<file path="config.mk">
export PLATFORM = sky130hd
export DESIGN_NAME = cgra_col_mem_arbiter_flat
export DESIGN_NICKNAME = d
export VERILOG_FILES = /design/src/rtl/cgra_col_mem_arbiter_pkg.sv /design/src/rtl/cgra_col_mem_arbiter_if.sv /design/src/rtl/cgra_col_mem_arbiter_id_fifo.sv /design/src/rtl/cgra_col_mem_arbiter.sv /design/src/flat_wrapper.sv
export SDC_FILE = /design/constraint.sdc
export NUM_CORES = 1
export LEC_CHECK = 0
export BUFFER_PORTS_ARGS = -buffer_cell sky130_fd_sc_hd__buf_4
export CELL_PAD_IN_SITES_DETAIL_PLACEMENT = 1
export CELL_PAD_IN_SITES_GLOBAL_PLACEMENT = 1
export CORE_AREA = 2 2 259 261
export DETAILED_ROUTE_END_ITERATION = 12
export DIE_AREA = 0 0 261 263
export GPL_TIMING_DRIVEN = 1
export PLACE_DENSITY_LB_ADDON = 0.1
export SETUP_SLACK_MARGIN = 0.4
export SLEW_MARGIN = 20
export SYNTH_ARGS = -nofsm -noshare
export SYNTH_HDL_FRONTEND = slang
export SYNTH_HIERARCHICAL = 1
export SYNTH_SLANG_ARGS = --single-unit
</file>
<file path="constraint.sdc">
create_clock -name clk_i -period 4.6 [get_ports clk_i]
set_input_delay 0.69 -clock clk_i [delete_from_list [all_inputs] [get_ports clk_i]]
set_output_delay 0.69 -clock clk_i [all_outputs]
set_load 0.02 [all_outputs]
</file>
<file path="src/rtl/cgra_col_mem_arbiter_pkg.sv">
// Shared types and sizing for the CGRA column memory arbiter.
// Optional stall counters are enabled with CGRA_ARB_PERF_CNT_EN.
package cgra_col_mem_arbiter_pkg;

  localparam int N_COL           = 4;
  localparam int DP_WIDTH        = 32;
  localparam int ARB_OUTSTANDING = 2;
  localparam int ID_W            = (N_COL > 1) ? $clog2(N_COL) : 1;
  localparam int CNT_W           = $clog2(ARB_OUTSTANDING + 1);

  typedef logic [ID_W-1:0]  col_id_t;
  typedef logic [N_COL-1:0] col_vec_t;

  typedef struct packed {
    col_id_t id;
    logic    is_read;
  } cgra_arb_id_t;

  // First requesting column at or after start, wrapping; returns start when nobody requests.
  function automatic col_id_t rr_pick(input col_vec_t req, input col_id_t start);
    col_id_t pick;
    int      idx;
    pick = start;
    for (int i = N_COL - 1; i >= 0; i--) begin
      idx = (int'(start) + i) % N_COL;
      if (req[idx]) pick = col_id_t'(idx);
    end
    return pick;
  endfunction

  function automatic col_id_t next_col(input col_id_t c);
    return (int'(c) == N_COL - 1) ? '0 : col_id_t'(int'(c) + 1);
  endfunction

endpackage

</file>
<file path="src/rtl/cgra_col_mem_arbiter_if.sv">
// Column-side and master-side bus bundle of the arbiter; master = arbiter view.
interface cgra_col_mem_arbiter_if;
  import cgra_col_mem_arbiter_pkg::*;

  logic [N_COL-1:0]                col_req_i;
  logic [N_COL-1:0]                col_wen_i;
  logic [N_COL-1:0]                col_ind_i;
  logic [N_COL-1:0][DP_WIDTH-1:0]  col_add_i;
  logic [N_COL-1:0][DP_WIDTH-1:0]  col_wdata_i;
  logic [N_COL-1:0]                col_gnt_o;
  logic [N_COL-1:0]                col_rvalid_o;
  logic [DP_WIDTH-1:0]             col_rdata_o;
  logic [N_COL-1:0]                ptr_we_i;
  logic [N_COL-1:0][DP_WIDTH-1:0]  ptr_base_i;
  logic [N_COL-1:0][DP_WIDTH-1:0]  ptr_stride_i;
  logic                            m_req_o;
  logic                            m_gnt_i;
  logic                            m_we_o;
  logic [3:0]                      m_be_o;
  logic [DP_WIDTH-1:0]             m_addr_o;
  logic [DP_WIDTH-1:0]             m_wdata_o;
  logic                            m_rvalid_i;
  logic [DP_WIDTH-1:0]             m_rdata_i;
  logic                            busy_o;
  logic                            err_o;

  modport master (
    input  col_req_i, col_wen_i, col_ind_i, col_add_i, col_wdata_i,
           ptr_we_i, ptr_base_i, ptr_stride_i, m_gnt_i, m_rvalid_i, m_rdata_i,
    output col_gnt_o, col_rvalid_o, col_rdata_o, m_req_o, m_we_o, m_be_o,
           m_addr_o, m_wdata_o, busy_o, err_o
  );

  modport slave (
    output col_req_i, col_wen_i, col_ind_i, col_add_i, col_wdata_i,
           ptr_we_i, ptr_base_i, ptr_stride_i, m_gnt_i, m_rvalid_i, m_rdata_i,
    input  col_gnt_o, col_rvalid_o, col_rdata_o, m_req_o, m_we_o, m_be_o,
           m_addr_o, m_wdata_o, busy_o, err_o
  );

endinterface

</file>
<file path="src/rtl/cgra_col_mem_arbiter_id_fifo.sv">
// In-order FIFO of {column id, is_read} tags for issued-but-unanswered transactions.
module cgra_col_mem_arbiter_id_fifo
  import cgra_col_mem_arbiter_pkg::*;
#(
  parameter int DEPTH = ARB_OUTSTANDING,
  localparam int CW   = $clog2(DEPTH + 1),
  localparam int AW   = (DEPTH > 1) ? $clog2(DEPTH) : 1
) (
  input  logic          clk_i,
  input  logic          rst_ni,
  input  logic          push_i,
  input  cgra_arb_id_t  data_i,
  input  logic          pop_i,
  output cgra_arb_id_t  data_o,
  output logic          full_o,
  output logic          empty_o,
  output logic [CW-1:0] count_o
);

  cgra_arb_id_t  mem_q [DEPTH];
  logic [AW-1:0] wr_q, rd_q;
  logic [CW-1:0] count_q;
  logic          do_push, do_pop;

  assign full_o  = (count_q == CW'(DEPTH));
  assign empty_o = (count_q == '0);
  assign count_o = count_q;
  assign data_o  = mem_q[rd_q];
  assign do_push = push_i & ~full_o;
  assign do_pop  = pop_i & ~empty_o;

  always_ff @(posedge clk_i) begin
    if (do_push) mem_q[wr_q] <= data_i;
  end

  always_ff @(posedge clk_i or negedge rst_ni) begin
    if (!rst_ni) begin
      wr_q    <= '0;
      rd_q    <= '0;
      count_q <= '0;
    end else begin
      if (do_push) wr_q <= (wr_q == AW'(DEPTH - 1)) ? '0 : wr_q + AW'(1);
      if (do_pop)  rd_q <= (rd_q == AW'(DEPTH - 1)) ? '0 : rd_q + AW'(1);
      count_q <= count_q + CW'(do_push) - CW'(do_pop);
    end
  end

endmodule

</file>
<file path="src/rtl/cgra_col_mem_arbiter.sv">
// Round-robin share of one OBI-style master port among the CGRA column data ports.
// Define CGRA_ARB_PERF_CNT_EN to add per-column saturating stall counters (stall_cnt_o).
module cgra_col_mem_arbiter
  import cgra_col_mem_arbiter_pkg::*;
(
  input  logic                   clk_i,
  input  logic                   rst_ni,
  cgra_col_mem_arbiter_if.master bus
`ifdef CGRA_ARB_PERF_CNT_EN
  ,
  output logic [N_COL-1:0][31:0] stall_cnt_o
`endif
);

  col_id_t                        rr_q, lock_id_q, winner;
  logic                           lock_q, lock_act, grant, pop, err_q;
  logic                           fifo_full, fifo_empty;
  logic [CNT_W-1:0]               fifo_count;
  logic [N_COL-1:0][DP_WIDTH-1:0] ptr_q;
  cgra_arb_id_t                   push_data, head;

  // A stalled winner keeps the port until granted, unless its column withdraws.
  assign lock_act = lock_q & bus.col_req_i[lock_id_q];
  assign winner   = lock_act ? lock_id_q : rr_pick(bus.col_req_i, rr_q);

  assign bus.m_req_o   = rst_ni & (|bus.col_req_i) & ~fifo_full;
  assign grant         = bus.m_req_o & bus.m_gnt_i;
  assign bus.col_gnt_o = grant ? (col_vec_t'(1) << winner) : '0;
  assign bus.m_we_o    = bus.m_req_o & ~bus.col_wen_i[winner];
  assign bus.m_be_o    = 4'hF;
  assign bus.m_addr_o  = !bus.m_req_o          ? '0 :
                         bus.col_ind_i[winner] ? bus.col_add_i[winner] : ptr_q[winner];
  assign bus.m_wdata_o = bus.m_we_o ? bus.col_wdata_i[winner] : '0;

  assign push_data        = '{id: winner, is_read: bus.col_wen_i[winner]};
  assign pop              = bus.m_rvalid_i & ~fifo_empty;
  assign bus.col_rvalid_o = (pop & head.is_read) ? (col_vec_t'(1) << head.id) : '0;
  assign bus.col_rdata_o  = (pop & head.is_read) ? bus.m_rdata_i : '0;
  assign bus.busy_o       = (fifo_count != '0) | bus.m_req_o;
  assign bus.err_o        = err_q;

  cgra_col_mem_arbiter_id_fifo #(.DEPTH(ARB_OUTSTANDING)) u_id_fifo (
    .clk_i   (clk_i),
    .rst_ni  (rst_ni),
    .push_i  (grant),
    .data_i  (push_data),
    .pop_i   (pop),
    .data_o  (head),
    .full_o  (fifo_full),
    .empty_o (fifo_empty),
    .count_o (fifo_count)
  );

  always_ff @(posedge clk_i or negedge rst_ni) begin
    if (!rst_ni) begin
      rr_q      <= '0;
      lock_q    <= 1'b0;
      lock_id_q <= '0;
      err_q     <= 1'b0;
    end else begin
      if (grant) begin
        rr_q   <= next_col(winner);
        lock_q <= 1'b0;
      end else if (bus.m_req_o) begin
        lock_q    <= 1'b1;
        lock_id_q <= winner;
      end else if (lock_q && !bus.col_req_i[lock_id_q]) begin
        lock_q <= 1'b0;
      end
      if (bus.m_rvalid_i && fifo_empty) err_q <= 1'b1;
    end
  end

  // A pointer load wins over the post-increment of the same column.
  always_ff @(posedge clk_i or negedge rst_ni) begin
    if (!rst_ni) begin
      ptr_q <= '0;
    end else begin
      for (int c = 0; c < N_COL; c++) begin
        if (bus.ptr_we_i[c]) begin
          ptr_q[c] <= bus.ptr_base_i[c];
        end else if (grant && winner == col_id_t'(c) && !bus.col_ind_i[c]) begin
          ptr_q[c] <= ptr_q[c] + bus.ptr_stride_i[c];
        end
      end
    end
  end

`ifdef CGRA_ARB_PERF_CNT_EN
  logic [N_COL-1:0][31:0] stall_q;

  assign stall_cnt_o = stall_q;

  always_ff @(posedge clk_i or negedge rst_ni) begin
    if (!rst_ni) begin
      stall_q <= '0;
    end else begin
      for (int c = 0; c < N_COL; c++) begin
        if (bus.ptr_we_i[c]) begin
          stall_q[c] <= '0;
        end else if (bus.col_req_i[c] && !bus.col_gnt_o[c] && stall_q[c] != '1) begin
          stall_q[c] <= stall_q[c] + 32'd1;
        end
      end
    end
  end
`endif

endmodule

</file>
<file path="src/flat_wrapper.sv">
// flat-port wrapper written by rule: the top's interface ports become plain ports
module cgra_col_mem_arbiter_flat import cgra_col_mem_arbiter_pkg::*;
  (clk_i, rst_ni, bus_col_req_i, bus_col_wen_i, bus_col_ind_i, bus_col_add_i, bus_col_wdata_i, bus_ptr_we_i, bus_ptr_base_i, bus_ptr_stride_i, bus_m_gnt_i, bus_m_rvalid_i, bus_m_rdata_i, bus_col_gnt_o, bus_col_rvalid_o, bus_col_rdata_o, bus_m_req_o, bus_m_we_o, bus_m_be_o, bus_m_addr_o, bus_m_wdata_o, bus_busy_o, bus_err_o);
  cgra_col_mem_arbiter_if bus_i ();
  input  logic clk_i;
  input  logic rst_ni;
  input wire logic [$bits(bus_i.col_req_i)-1:0] bus_col_req_i;
  input wire logic [$bits(bus_i.col_wen_i)-1:0] bus_col_wen_i;
  input wire logic [$bits(bus_i.col_ind_i)-1:0] bus_col_ind_i;
  input wire logic [$bits(bus_i.col_add_i)-1:0] bus_col_add_i;
  input wire logic [$bits(bus_i.col_wdata_i)-1:0] bus_col_wdata_i;
  input wire logic [$bits(bus_i.ptr_we_i)-1:0] bus_ptr_we_i;
  input wire logic [$bits(bus_i.ptr_base_i)-1:0] bus_ptr_base_i;
  input wire logic [$bits(bus_i.ptr_stride_i)-1:0] bus_ptr_stride_i;
  input wire logic [$bits(bus_i.m_gnt_i)-1:0] bus_m_gnt_i;
  input wire logic [$bits(bus_i.m_rvalid_i)-1:0] bus_m_rvalid_i;
  input wire logic [$bits(bus_i.m_rdata_i)-1:0] bus_m_rdata_i;
  output wire logic [$bits(bus_i.col_gnt_o)-1:0] bus_col_gnt_o;
  output wire logic [$bits(bus_i.col_rvalid_o)-1:0] bus_col_rvalid_o;
  output wire logic [$bits(bus_i.col_rdata_o)-1:0] bus_col_rdata_o;
  output wire logic [$bits(bus_i.m_req_o)-1:0] bus_m_req_o;
  output wire logic [$bits(bus_i.m_we_o)-1:0] bus_m_we_o;
  output wire logic [$bits(bus_i.m_be_o)-1:0] bus_m_be_o;
  output wire logic [$bits(bus_i.m_addr_o)-1:0] bus_m_addr_o;
  output wire logic [$bits(bus_i.m_wdata_o)-1:0] bus_m_wdata_o;
  output wire logic [$bits(bus_i.busy_o)-1:0] bus_busy_o;
  output wire logic [$bits(bus_i.err_o)-1:0] bus_err_o;
  assign bus_i.col_req_i = bus_col_req_i;
  assign bus_i.col_wen_i = bus_col_wen_i;
  assign bus_i.col_ind_i = bus_col_ind_i;
  assign bus_i.col_add_i = bus_col_add_i;
  assign bus_i.col_wdata_i = bus_col_wdata_i;
  assign bus_i.ptr_we_i = bus_ptr_we_i;
  assign bus_i.ptr_base_i = bus_ptr_base_i;
  assign bus_i.ptr_stride_i = bus_ptr_stride_i;
  assign bus_i.m_gnt_i = bus_m_gnt_i;
  assign bus_i.m_rvalid_i = bus_m_rvalid_i;
  assign bus_i.m_rdata_i = bus_m_rdata_i;
  assign bus_col_gnt_o = bus_i.col_gnt_o;
  assign bus_col_rvalid_o = bus_i.col_rvalid_o;
  assign bus_col_rdata_o = bus_i.col_rdata_o;
  assign bus_m_req_o = bus_i.m_req_o;
  assign bus_m_we_o = bus_i.m_we_o;
  assign bus_m_be_o = bus_i.m_be_o;
  assign bus_m_addr_o = bus_i.m_addr_o;
  assign bus_m_wdata_o = bus_i.m_wdata_o;
  assign bus_busy_o = bus_i.busy_o;
  assign bus_err_o = bus_i.err_o;
  cgra_col_mem_arbiter u_core (.clk_i(clk_i), .rst_ni(rst_ni), .bus(bus_i));
endmodule
</file>
# After elaboration in Yosys (flattened, before gate mapping)
# Memories as Yosys holds them, arrays and structs flattened.
# Cells that the tools add are included.
# W data, S select, Z words.
dict set report classes {
  n_addsub 12
  order_cmp 6
  eq_ne 5
  n_shift 2
  mux 50
  bitwise 17
  n_reduce_logical 28
}
# cell count
set op_table {}
lappend op_table {{$mux W32} 15}
lappend op_table {{$bmux W32 S2} 3}
lappend op_table {{$add A32 B32 Y32} 4}
lappend op_table {{$mux W1} 17}
lappend op_table {{$bmux W1 S2} 7}
lappend op_table {{$lt A3 B4 Y1 const B} 3}
lappend op_table {{$mux W2} 6}
lappend op_table {{$logic_and A1 B1 Y1} 10}
lappend op_table {{$reduce_bool A2 Y1} 5}
lappend op_table {{$and A1 B1 Y1} 9}
lappend op_table {{$lt A2 B3 Y1 const B} 3}
lappend op_table {{$mux W4} 2}
lappend op_table {{$shl A1 B2 Y4 const A} 2}
lappend op_table {{$eq A2 B2 Y1 const B} 3}
lappend op_table {{$reduce_or A2 Y1} 3}
lappend op_table {{$logic_not A1 Y1} 5}
lappend op_table {{$add A2 B1 Y2 const B} 2}
lappend op_table {{$add A2 B2 Y2 const B} 2}
lappend op_table {{$eq A2 B1 Y1 const B} 2}
lappend op_table {{$logic_not A2 Y1} 2}
lappend op_table {{$not A1 Y1} 4}
lappend op_table {{$reduce_or A4 Y1} 1}
lappend op_table {{$and A1 B1 Y1 const A} 3}
lappend op_table {{$reduce_bool A3 Y1} 1}
lappend op_table {{5 further kinds} 6}
dict set report word_totals {
  ff_bits 138
  mem_bits_rw 6
  output_inout_bits 112
  word_cells 132
  mem_count 1
}
# memory words width rd rd_clocked_by_memory_dff wr line_no
set memory_table {}
lappend memory_table {u_core.u_id_fifo.mem_q 2 3 1 0 1 cgra_col_mem_arbiter_id_fifo.sv:20} ;# cgra_arb_id_t mem_q [DEPTH];

# Depth between registers and ports, before layout
dict set report depth {
  ltp_word 16
  depth_mapped 19
  mapped_depth_nobuf 14
}

# Cells and area by module
# The synthesis kept the hierarchy.
# module n_inst cells_each area_per_inst_um2
set modules_own_cells {}
lappend modules_own_cells {cgra_col_mem_arbiter 1 2117 15671.3}
lappend modules_own_cells {cgra_col_mem_arbiter_id_fifo 1 27 414.1}

# Least setup slack after synthesis
# No wires, ideal clock.
dict set report synth_path {
  path_type {in2reg}
  startpoint {in bus_col_req_i[3]}
  endpoint {reg u_core/ptr_q[31] (netlist name)}
  setup_ns 0.130
  t_arrival_ns 3.619
  setup_slack_ns 0.851
  cell_stages 16
  n_path_buf 5
  path_cell_list {mux4_2 > nand2_1 > mux2i_1 > inv_2 > buf_4 > buf_4 > buf_4 > buf_2 > ha_1 > and3_1 > nand2b_1 > clkbuf_1 > or4b_1 > nand3_1 > xnor2_1 > o21ai_1}
}
dict set report synth_via {
  elab_chain_cells 12
}
# element line_no
set synth_lines {}
lappend synth_lines {{from (decl)} flat_wrapper.sv:7} ;# input wire logic [$bits(bus_i.col_req_i)-1:0] bus_col_req_i;
lappend synth_lines {{$bmux W1 S2} cgra_col_mem_arbiter_pkg.sv:26} ;# if (req[idx]) pick = col_id_t'(idx);
lappend synth_lines {{$mux W1 (implied by the code) (2 in a row)} cgra_col_mem_arbiter_pkg.sv:26}
lappend synth_lines {{$mux W2 (4 in a row)} cgra_col_mem_arbiter_pkg.sv:26}
lappend synth_lines {{$mux W2} cgra_col_mem_arbiter.sv:24} ;# assign winner = lock_act ? lock_id_q : rr_pick(bus.col_req_i, rr_q);
lappend synth_lines {{$logic_not A2 Y1} cgra_col_mem_arbiter.sv:82} ;# end else if (grant && winner == col_id_t'(c) && !bus.col_ind_i[c]) begin
lappend synth_lines {{$logic_and A1 B1 Y1 (*) (2 in a row)} cgra_col_mem_arbiter.sv:82}
lappend synth_lines {{$reduce_bool A2 Y1 (no source line) (*)} -}
lappend synth_lines {{to (signal, indexed assignment)} cgra_col_mem_arbiter.sv:81} ;# ptr_q[c] <= bus.ptr_base_i[c];
lappend synth_lines {{to (signal, indexed assignment)} cgra_col_mem_arbiter.sv:83} ;# ptr_q[c] <= ptr_q[c] + bus.ptr_stride_i[c];
lappend synth_lines {{to (decl)} cgra_col_mem_arbiter.sv:19} ;# logic [N_COL-1:0][DP_WIDTH-1:0] ptr_q;
# Mark *: on every way between the ends. The rest lies on a longest branch, timed or not. The select of a mux whose other input is x is not followed.
# A chain may end at the register's enable or synchronous reset.

# Final worst setup path
dict set report layout_path {
  startpoint {reg u_core.lock_id_q[1]}
  endpoint {out bus_m_addr_o[9]}
}
dict set report layout_via {
  elab_chain_cells 8
}
# element line_no
set layout_lines {}
lappend layout_lines {{from (decl)} cgra_col_mem_arbiter.sv:15} ;# col_id_t rr_q, lock_id_q, winner;
lappend layout_lines {{from (signal assigned)} cgra_col_mem_arbiter.sv:66} ;# lock_id_q <= winner;
lappend layout_lines {{$bmux W1 S2} cgra_col_mem_arbiter.sv:23} ;# assign lock_act = lock_q & bus.col_req_i[lock_id_q];
lappend layout_lines {{$mux W1 (implied by the code)} cgra_col_mem_arbiter.sv:23}
lappend layout_lines {{$and A1 B1 Y1} cgra_col_mem_arbiter.sv:23}
lappend layout_lines {{$mux W2 (*)} cgra_col_mem_arbiter.sv:24}
lappend layout_lines {{$bmux W32 S2 / $bmux W1 S2 (equally long branches)} cgra_col_mem_arbiter.sv:32} ;# bus.col_ind_i[winner] ? bus.col_add_i[winner] : ptr_q[winner];
lappend layout_lines {{$mux W32 (implied by the code) / $mux W1 (equally long branches)} cgra_col_mem_arbiter.sv:32}
lappend layout_lines {{$mux W32 (*)} cgra_col_mem_arbiter.sv:32}
lappend layout_lines {{$mux W32 (*)} cgra_col_mem_arbiter.sv:31} ;# assign bus.m_addr_o = !bus.m_req_o ? '0 :
lappend layout_lines {{to (decl)} flat_wrapper.sv:24} ;# output wire logic [$bits(bus_i.m_addr_o)-1:0] bus_m_addr_o;
# Marked as above.

==> flow_summary.yaml <==
run_status:
  outcome: "finished clean"
yosys:
  synth.cell_area_um2: 16090
  ys_async_sr_fraction_pct: 95.83
  ys_seq_area_share_pct: 22.59
  synth_edf_count: 6
  yosysTopAreaCellShare_pct: 21.47
  syn_inst: 2144
  synthDistinctLibCells: 79
  synth-warning-count: 6
  synth_ff_type: "dfrtp_1"
  avgSynthCellArea_um2: 7.503
  synthTopCellsByArea: "dfrtp_1 21%, nand2_1 10%, ha_1 10%, a21oi_1 5.4%, mux4_2 4.6%"
  yosys.area.top_type: "dfrtp_1"
  yosys_register_bits: 144
setup_path:
  crit_path_start_kind: "flop"
  arrival_ps: 3430
  crit_chain: "mux4_2 > nand2_4 > o211ai_1 > buf_4 > o21a_2 > nand2_1 > a31oi_4 > buf_12 > buf_4 > a311oi_2 > a31oi_1 > nor2_1 > buf_4"
  max_stage_delay_ps: 550
  crit_fanout: 13
  setup.worst_path.start: "u_core/lock_id_q[1]$_DFFE_PN0P_"
  crit_path_end_kind: "output pin"
  r2r_slack_ps: 1010
  required_ps: 3910
  cp_slowest_cell: "mux4_2"
  path_common_cell: "buf_4"
  r2r_start: "u_core/ptr_q[0]$_DFFE_PN0P_"
  worstSetupPathType: "reg -> out"
floorplanning:
  die_x_um: 261
  coreArea_um2: 65630
  io_pins: 676
  fp.dieH_um: 263
  die_area_um2: 68640
  rows: 94
  initial_core_util_pct: 24.51
layout:
  n_fill_cell: 8055
  area_delta_synth_final_pct: 43.89
  instances_no_fill: 3644
  mostFrequentLayoutCells: "695 x buf_4, 448 x nand2_1, 175 x a21oi_1"
  seqCellArea_um2: 3636
  drive_gt1_share_pct: 30.84
  design_area_um2: 23150
  multi_input_area_um2: 11960
  finalNetCount: 3457
  final_util_pct: 35.27
  final_common_cell: "buf_4"
global_route:
  grt_pass1_wl_mm: 134.8
  antenna_found_initial: 17
  grt_pass1_vias: 20418
  grt_overflow_total: 0
  groute.usage.overall_pct: 27.00
  grt_max_degree: 101
routing:
  met2RoutedLength_mm: 51.57
  wl_per_cell_um: 26.45
  drtIter0Drc: 819
  ant_nets: 0
  viasPerCell: 5.172
  met3_wirelength_mm: 5.762
  drc: 0
  met1_length_mm: 34.93
  routed-via-count: 18848
  first_pass_iters: 5
  top_layer: "met5"
  wl_mm: 96.39
clock_tree:
  clock-sinks: 144
  cts_buffer_depth: 2
  clk_latency_ps: 500
  tritoncts: "built"
  cts_buffers: 17
  htreeDepth: 4
  clockRootBuffer: "clkbuf_16"
  path_clk_slew_ps: 70
min_path:
  hold_start: "bus_ptr_base_i[120]"
  holdCritPathClass: "in -> reg"
place:
  place_inst: 3585
  portBuffers: 671
  gp_congestion: 0.8993
  post-dp-hpwl_mm: 78.92
  post_dp_cell_area_um2: 22060
  place_ws_ps: 144.3
sta:
  period_minus_slack_ps: 4121
  finalWorstSetupSlack_ps: 478.7
  relSlewSlack_pct: 43.88
  finalClockSkew_ps: 17.43
  worst_slew_pin_slew_ps: 841.8
  fin_crit_sh_pct: 89.59
  setup_viol: 0
  slew_viol_final: 0
  report.final.hold_viol_count: 0
  tns_ps: 0
  fmax_mhz: 242.6
  holdWs_ps: 400.1
  rsz0062_at_grt: "yes"
pwr:
  p_switching_mw: 5.630
  p_per_area_nw_per_um2: 480.4
  p_comb_share_pct: 70.3
  power.total_mw: 11.12
  power_switching_share_pct: 50.64
  p_leak_nw: 11.06
  seqPwrFrac_pct: 15.8
  intPower_mw: 5.488
  clkPwrFrac_pct: 13.8
  ir_drop_mv: 0.3257
job:
  cap_violations: 0
==> timing repair <==
action,CTS,global route
hold endpoints to repair,5,0
setup buffers,10,4
gates resized for setup,28,22
endpoints found under the setup margin,65,63
gates cloned,1,3
pin swaps,1,4
hold buffers,1,0
==> area by class of cell <==
type	instances	share of cell area [%]
tap	864	4.671
clock inverter	15	0.7892
antenna	8	0.08649
timing repair buffer	720	24.48
sequential	144	15.71
inverter	42	0.7352
multi-input combinational	1834	51.69
clock buffer	17	1.838
==> cell families (layout without fill, tap and decap cells) <==
kind of cell	after synthesis	count (layout)	synth area share (%)
adder cells (fa/ha/maj)	134	134	10.61
flip-flops	144	144	22.59
AO/OA/AOI/OAI	599	600	23.64
AND/OR/NAND/NOR	909	909	25.24
buffers and inverters	170	794	4.473
multiplexers	72	72	7.164
other	1	12	0.02331
XOR/XNOR	115	115	6.262
==> final timing paths <==
check | endpoint | cells after the start
hold / removal | u_core/ptr_q[120]$_DFFE_PN0P_ | 2
min in group asynchronous | u_core/ptr_q[15]$_DFFE_PN0P_ | 2
hold reg to reg | u_core/bus.err_o$_DFFE_PN0P_ | 1
setup / recovery | bus_m_addr_o[9] | 13
setup reg to reg | u_core/ptr_q[30]$_DFFE_PN0P_ | 12
max in group asynchronous | u_core/ptr_q[88]$_DFFE_PN0P_ | 4
==> power by group through the flow <==
stage | clock network (mW) | registers [mW] | logic (mW)
2_1_floorplan | 0 | 1.61 | 4.36
3_3_place_gp | 0 | 1.78 | 7.10
3_5_place_dp | 0 | 1.79 | 7.17
4_1_cts | 1.59 | 1.77 | 7.55
5_1_grt | 1.64 | 1.78 | 8.41
6_report | 1.54 | 1.76 | 7.82
==> flip-flops by register name, summed over array words and instances (netlist names) <==
register,flops
u_core/bus.err_o,1
u_core/lock_q,1
u_core/u_id_fifo/wr_q,1
u_core/ptr_q,128
u_core/lock_id_q,2
u_core/u_id_fifo/mem_q,6
u_core/rr_q,2
u_core/u_id_fifo/count_o,2
u_core/u_id_fifo/rd_q,1
==> Yosys cell counts, drive strengths merged (10+ instances only) <==
| library cell | count |
|---|---|
| o211ai | 14 |
| nand2b | 20 |
| nand3 | 87 |
| buf | 56 |
| o21ai | 166 |
| a311oi | 33 |
| mux2i | 24 |
| clkbuf | 72 |
| nor2b | 44 |
| o21bai | 19 |
| nand2 | 449 |
| o21a | 18 |
| xor2 | 46 |
| xnor2 | 69 |
| mux4 | 33 |
| dfrtp | 138 |
| a21oi | 176 |
| inv | 41 |
| and3 | 78 |
| mux2 | 15 |
| nor2 | 167 |
| ha | 130 |
| o221ai | 10 |
| a211oi | 15 |
| nor3 | 21 |
| a21o | 56 |
| a31oi | 48 |
==> worst max-delay path, delay by kind of cell (launching register included) <==
family,cells,cell delay [ps]
compound gates,5,800
buf+inv,4,710
mux,1,550
simple gates,3,460
flops,1,390
==> layer usage <==
metal	track usage (%)	vias up
met5	0	-
met4	12.16	18
met3	6.846	125
met2	51.34	529
met1	27.25	9262
li1	-	8914
No activity file was read; power rests on OpenSTA's default activity.
